===== src/rtl/fp_add_special_pipe.sv =====
`default_nettype none
// ============================================================================
// Module      : fp_add_special_pipe
// Description : Two-stage special-case front end for the FP adder. Resolves
//               NaN/inf/zero sums directly, forwards all other pairs.
// Revision    : 1.0 - initial release
// ============================================================================
module fp_add_special_pipe #(
    parameter int EXP_W = 8,
    parameter int MAN_W = 23,
    parameter int FTZ   = 1,
    parameter int CNT_W = 16
) (
    input  logic                     clk,
    input  logic                     rst,
    input  logic                     in_valid,
    output logic                     in_ready,
    input  logic [EXP_W+MAN_W:0]     a,
    input  logic [EXP_W+MAN_W:0]     b,
    output logic                     out_valid,
    input  logic                     out_ready,
    output logic                     spl_case,
    output logic [EXP_W+MAN_W:0]     result,
    output logic [EXP_W+MAN_W:0]     a_fwd,
    output logic [EXP_W+MAN_W:0]     b_fwd,
    input  logic                     clr_flags,
    output logic                     flag_invalid,
    output logic                     flag_nan,
    output logic [CNT_W-1:0]         spl_count
);

    localparam int                 W         = 1 + EXP_W + MAN_W;
    localparam logic               c_ftz     = (FTZ != 0);
    localparam logic [W-1:0]       c_qnan    = {1'b0, {EXP_W{1'b1}}, 1'b1, {(MAN_W-1){1'b0}}};
    localparam logic [CNT_W-1:0]   c_cnt_max = {CNT_W{1'b1}};
    localparam logic [CNT_W-1:0]   c_cnt_one = CNT_W'(1);

    // ---------------- input classification ----------------
    logic w_a_exp_max, w_a_exp_zero, w_a_man_zero;
    logic w_b_exp_max, w_b_exp_zero, w_b_man_zero;
    logic [W-1:0] w_a_adj, w_b_adj;

    assign w_a_exp_max  = &a[W-2:MAN_W];
    assign w_a_exp_zero = ~|a[W-2:MAN_W];
    assign w_a_man_zero = ~|a[MAN_W-1:0];
    assign w_b_exp_max  = &b[W-2:MAN_W];
    assign w_b_exp_zero = ~|b[W-2:MAN_W];
    assign w_b_man_zero = ~|b[MAN_W-1:0];

    // Flushed subnormals keep their sign so signed-zero rules still apply
    assign w_a_adj = (c_ftz && w_a_exp_zero) ? {a[W-1], {(W-1){1'b0}}} : a;
    assign w_b_adj = (c_ftz && w_b_exp_zero) ? {b[W-1], {(W-1){1'b0}}} : b;

    // ---------------- flow control ----------------
    logic r_s1_valid, r_s2_valid;
    logic w_s2_load, w_s1_adv, w_out_hs, w_in_hs;

    assign w_s2_load = ~r_s2_valid | out_ready;
    assign w_s1_adv  = r_s1_valid & w_s2_load;
    assign in_ready  = ~r_s1_valid | w_s1_adv;
    assign w_in_hs   = in_valid & in_ready;
    assign w_out_hs  = r_s2_valid & out_ready;

    // ---------------- stage 1 ----------------
    logic [W-1:0] r_s1_a, r_s1_b;
    logic r_a_nan, r_a_snan, r_a_inf, r_a_zero;
    logic r_b_nan, r_b_snan, r_b_inf, r_b_zero;

    always_ff @(posedge clk) begin
        if (rst) begin
            r_s1_valid <= 1'b0;
            r_s1_a     <= '0;
            r_s1_b     <= '0;
            r_a_nan    <= 1'b0;
            r_a_snan   <= 1'b0;
            r_a_inf    <= 1'b0;
            r_a_zero   <= 1'b0;
            r_b_nan    <= 1'b0;
            r_b_snan   <= 1'b0;
            r_b_inf    <= 1'b0;
            r_b_zero   <= 1'b0;
        end else if (in_ready) begin
            r_s1_valid <= in_valid;
            if (w_in_hs) begin
                r_s1_a   <= w_a_adj;
                r_s1_b   <= w_b_adj;
                r_a_nan  <= w_a_exp_max & ~w_a_man_zero;
                r_a_snan <= w_a_exp_max & ~w_a_man_zero & ~a[MAN_W-1];
                r_a_inf  <= w_a_exp_max & w_a_man_zero;
                r_a_zero <= w_a_exp_zero & (w_a_man_zero | c_ftz);
                r_b_nan  <= w_b_exp_max & ~w_b_man_zero;
                r_b_snan <= w_b_exp_max & ~w_b_man_zero & ~b[MAN_W-1];
                r_b_inf  <= w_b_exp_max & w_b_man_zero;
                r_b_zero <= w_b_exp_zero & (w_b_man_zero | c_ftz);
            end
        end
    end

    // ---------------- special-case resolution (first match wins) ----------------
    logic         w_spl, w_invalid, w_nan_res;
    logic [W-1:0] w_res;

    always_comb begin
        w_spl     = 1'b1;
        w_res     = '0;
        w_invalid = r_a_snan | r_b_snan;
        w_nan_res = 1'b0;
        if (r_a_nan | r_b_nan) begin
            w_res     = c_qnan;
            w_nan_res = 1'b1;
        end else if (r_a_inf & r_b_inf) begin
            if (r_s1_a[W-1] == r_s1_b[W-1]) begin
                w_res = r_s1_a;
            end else begin
                w_res     = c_qnan;
                w_nan_res = 1'b1;
                w_invalid = 1'b1;
            end
        end else if (r_a_inf) begin
            w_res = r_s1_a;
        end else if (r_b_inf) begin
            w_res = r_s1_b;
        end else if (r_a_zero & r_b_zero) begin
            w_res = {r_s1_a[W-1] & r_s1_b[W-1], {(W-1){1'b0}}};
        end else if (r_a_zero) begin
            w_res = r_s1_b;
        end else if (r_b_zero) begin
            w_res = r_s1_a;
        end else begin
            w_spl = 1'b0;
        end
    end

    // ---------------- stage 2 ----------------
    logic         r_spl, r_s2_invalid, r_s2_nan;
    logic [W-1:0] r_result, r_a_fwd, r_b_fwd;

    always_ff @(posedge clk) begin
        if (rst) begin
            r_s2_valid   <= 1'b0;
            r_spl        <= 1'b0;
            r_result     <= '0;
            r_a_fwd      <= '0;
            r_b_fwd      <= '0;
            r_s2_invalid <= 1'b0;
            r_s2_nan     <= 1'b0;
        end else if (w_s2_load) begin
            r_s2_valid <= r_s1_valid;
            if (w_s1_adv) begin
                r_spl        <= w_spl;
                r_result     <= w_res;
                r_a_fwd      <= r_s1_a;
                r_b_fwd      <= r_s1_b;
                r_s2_invalid <= w_invalid;
                r_s2_nan     <= w_nan_res;
            end
        end
    end

    // ---------------- sticky flags and event counter ----------------
    logic             r_flag_invalid, r_flag_nan;
    logic [CNT_W-1:0] r_spl_count;
    logic             w_cnt_inc;

    assign w_cnt_inc = w_out_hs & r_spl;

    // A clear coinciding with an update keeps only the current transaction
    always_ff @(posedge clk) begin
        if (rst) begin
            r_flag_invalid <= 1'b0;
            r_flag_nan     <= 1'b0;
            r_spl_count    <= '0;
        end else if (clr_flags) begin
            r_flag_invalid <= w_out_hs & r_s2_invalid;
            r_flag_nan     <= w_out_hs & r_s2_nan;
            r_spl_count    <= w_cnt_inc ? c_cnt_one : '0;
        end else begin
            r_flag_invalid <= r_flag_invalid | (w_out_hs & r_s2_invalid);
            r_flag_nan     <= r_flag_nan | (w_out_hs & r_s2_nan);
            if (w_cnt_inc && (r_spl_count != c_cnt_max)) begin
                r_spl_count <= r_spl_count + c_cnt_one;
            end
        end
    end

    assign out_valid    = r_s2_valid;
    assign spl_case     = r_spl;
    assign result       = r_result;
    assign a_fwd        = r_a_fwd;
    assign b_fwd        = r_b_fwd;
    assign flag_invalid = r_flag_invalid;
    assign flag_nan     = r_flag_nan;
    assign spl_count    = r_spl_count;

endmodule
`default_nettype wire


===== config.mk =====
export PLATFORM = sky130hd
export DESIGN_NAME = fp_add_special_pipe
export DESIGN_NICKNAME = d
export VERILOG_FILES = /design/src/rtl/fp_add_special_pipe.sv
export SDC_FILE = /design/constraint.sdc
export NUM_CORES = 1
export LEC_CHECK = 0
export BUFFER_PORTS_ARGS = -buffer_cell sky130_fd_sc_hd__buf_2
export CAP_MARGIN = 20
export CORE_MARGIN = 2
export CORE_UTILIZATION = 50
export CTS_CLUSTER_SIZE = 10
export DETAILED_ROUTE_END_ITERATION = 6
export GPL_TIMING_DRIVEN = 0
export PLACE_DENSITY = 0.76
export SYNTH_ARGS = -nofsm -noshare
export SYNTH_HDL_FRONTEND = slang
export SYNTH_SLANG_ARGS = --single-unit

===== constraint.sdc =====
create_clock -name clk -period 2.88 [get_ports clk]
set_input_delay 0.72 -clock clk [delete_from_list [all_inputs] [get_ports clk]]
set_output_delay 0.72 -clock clk [all_outputs]
set_load 0.02 [all_outputs]

==> reports/metrics.yaml <==
hold_buffers: 0
dpl_cell_area_um2: 8390
dr_wl_met3_mm: 1.87
async_reset_ff_share_pct: 0
fin_setup_tns_ns: 0
grt_max_degree: 17
port-buffer-count: 184
syn_inst: 858
fillers: 1252
antennaDiodeCount: 0
cts_tree: "done"
path_max_fanout: 6
synth_area_per_cell_um2: 8.44
slowest_stage: "nand3b_2"
dieArea_um2: 15500
leakage_nw: 3.71
maxSlewViolCount: 0
crit_top_cell: "buf_2"
path_cells: "buf_2 > nand3b_2 > buf_2"
cts_setup_buffers: 0
pwr-share-seq_pct: 47.3
antenna_found_initial: 0
maxSlewHeadroom_pct: 55.0
gp_congestion: 0.884
slowest_delay_ns: 0.24
worst_slack_ns: 0.885
ioPinCount: 186
synth-seq-cells: 191
required_ns: 2.16
skew_ns: 0.00823
clkSinkCount: 191
clockRootBuffer: "clkbuf_16"
ant_nets: 0
num-nets-final: 1132
powerDensity_nw_per_um2: 655
cts_htree_levels: 4
crit_arrival_ns: 1.28
wire_per_inst_um: 17.7
vias: 7094
highest_layer: "met4"
multi_input_area_um2: 3120
core_area_um2: 14000
seq_area_frac_synth_pct: 52.8
sw_frac_of_total_pct: 23.9
pre_cts_ws_ns: 0.495
timing.final.crit_share_pct: 69.3
fp.dieW_um: 124
worst_pin_slew_ns: 0.676
setup_violations: 0
viasPerCell: 5.66
power_frac_comb_pct: 8.6
clkTransAtPathRegs_ns: 0.07
final_area_um2: 9040
first_iter_violations: 802
drive_gt1_share_pct: 21.9
critPathBufInv: 2
clock_latency_ns: 0.43
netlist_area_um2: 7240
met1Wirelength_mm: 9.71
p_int_mw: 4.51
cts-buffers-inserted: 17
rows: 43
outcome: "finished, final reports clean"
cap_violations: 0
max_clock_freq_mhz: 501
whs_ns: 0.452
syn2layout_area_growth_pct: 24.9
wl_met2_mm: 9.97
path_class: "in2out"
grt_usage_pct: 28.3
hpwl_mm: 16.2
synth.distinct_cells: 44
drc_errors: 0
cts_resized: 0
irDropWorstVdd_uv: 447
grt_pass1_wl_mm: 34.8
grt_pass1_vias: 6623
final_hold_viol_count: 0
overflow: 0
p_clk_share_pct: 44.1
final_util_pct: 64.6
path_delay_family: "buffers and inverters"
start_util_pct: 51.8
cp-end-kind: "primary output"
synth_flop_cell: "dfxtp_1"
first_pass_iters: 6
synth_edf_count: 0
wl_mm: 22.1
worstHoldPathType: "reg2reg"
rsz0062_at_grt: "no"
clk_path_buf_depth: 2
seqCellArea_um2: 3820
crit_path_start_kind: "primary input"
die_h_um: 124
final.min_clock_period_ns: 2.00
synth_warnings: 0
p_switching_mw: 1.41
syn_nets: 929
layer usage:
| layer | vias up | GRT usage [%] |
|---|---|---|
| li1 | 3397 | - |
| met4 | 0 | 10.8 |
| met5 | - | 0 |
| met3 | 51 | 5.46 |
| met1 | 3302 | 39.0 |
| met2 | 344 | 43.9 |
final timing paths:
kind	startpoint	end	slack, ns	cells past startpoint
setup / recovery	out_ready	in_ready	0.88	3
hold / removal	a_fwd[9]$_SDFFE_PP0P_	a_fwd[9]$_SDFFE_PP0P_	0.45	2
setup reg to reg	out_valid$_SDFFE_PP0P_	a_fwd[2]$_SDFFE_PP0P_	0.92	6
hold reg to reg	a_fwd[9]$_SDFFE_PP0P_	a_fwd[9]$_SDFFE_PP0P_	0.45	2
Yosys cell counts (3+ instances only):
cell         n  share of area, %
inv_1        7              0.36
nand3_1      8              0.55
and3_1       3              0.26
nor4_1      18               1.6
o21ai_0      6              0.41
nand2_1    176               9.1
dfxtp_1    191                53
nor2_1     110               5.7
a2bb2oi_1   22               2.7
nand4_1     15               1.3
buf_2       13              0.90
nor3_1      19               1.3
clkbuf_1    50               2.6
a221oi_1     9               1.1
a32oi_1      4              0.48
a21oi_1     92               6.4
a22oi_1     70               7.3
xnor2_1     10               1.2
xor2_1       3              0.36
state kept, by name (all words and copies together) (netlist names), 16 cells and up:
signal,cells
a_fwd,32
b_fwd,32
r_s1_a,32
r_s1_b,32
result,32
spl_count,16
layout make-up:
cell class / instances / share of cell area [%]
sequential: 191 / 42.3
buffer: 65 / 2.96
clock inverter: 10 / 2.01
inverter: 7 / 0.291
timing repair buffer: 184 / 10.2
tap: 180 / 2.49
multi-input combinational: 595 / 34.5
clock buffer: 22 / 5.24
power by group through the flow:
stage	Clock [mW]	Sequential, mW	Combinational, mW
after floorplan	0	2.88	0.259
after global placement	0	2.86	0.494
after detailed placement	0	2.86	0.500
after CTS	2.63	2.80	0.505
after global routing	2.74	2.81	0.556
final	2.61	2.80	0.510
worst reg2reg max path, cell delays in order (launching register included):
cell and delay (ns):
dfxtp_1 0.45, nand2b_1 0.12, nand2_1 0.24, buf_2 0.32, clkbuf_1 0.48, nand2_1 0.12
a21oi_1 0.15
cell usage in the layout (no fill, tap or decap), types with 2 or more instances in the layout:
cell         n
a2111oi_0    2
a211oi_1     2
a21oi_1     92
a21oi_2      2
a221oi_1     9
a22oi_1     70
a2bb2oi_1   22
a32oi_1      4
and2_1       2
and3_1       3
buf_2      197
bufinv_16    5
clkbuf_1    52
clkbuf_16   17
clkbuf_8     3
clkinv_2     3
dfxtp_1    191
ha_1         2
inv_1        7
nand2_1    176
nand2b_1     2
nand3_1      8
nand4_1     15
nor2_1     110
nor3_1      19
nor4_1      18
o21ai_0      6
or3b_1       2
xnor2_1     10
xor2_1       3
stage by stage:
stage	instances	power, mW
floorplan	858	3.14
global placement	1222	3.35
detailed placement	1222	3.36
CTS	1254	5.93
global route	1254	6.10
finish	1254	5.92
logic make-up after synthesis:
group / synth area share [%]
simple gates: 21.8
compound gates: 19.3
flops: 52.8
buf+inv: 4.06
xor+xnor: 1.57
fa+ha+maj: 0.346
mux: 0.138
Note: power is estimated with default switching activity, not from simulation.
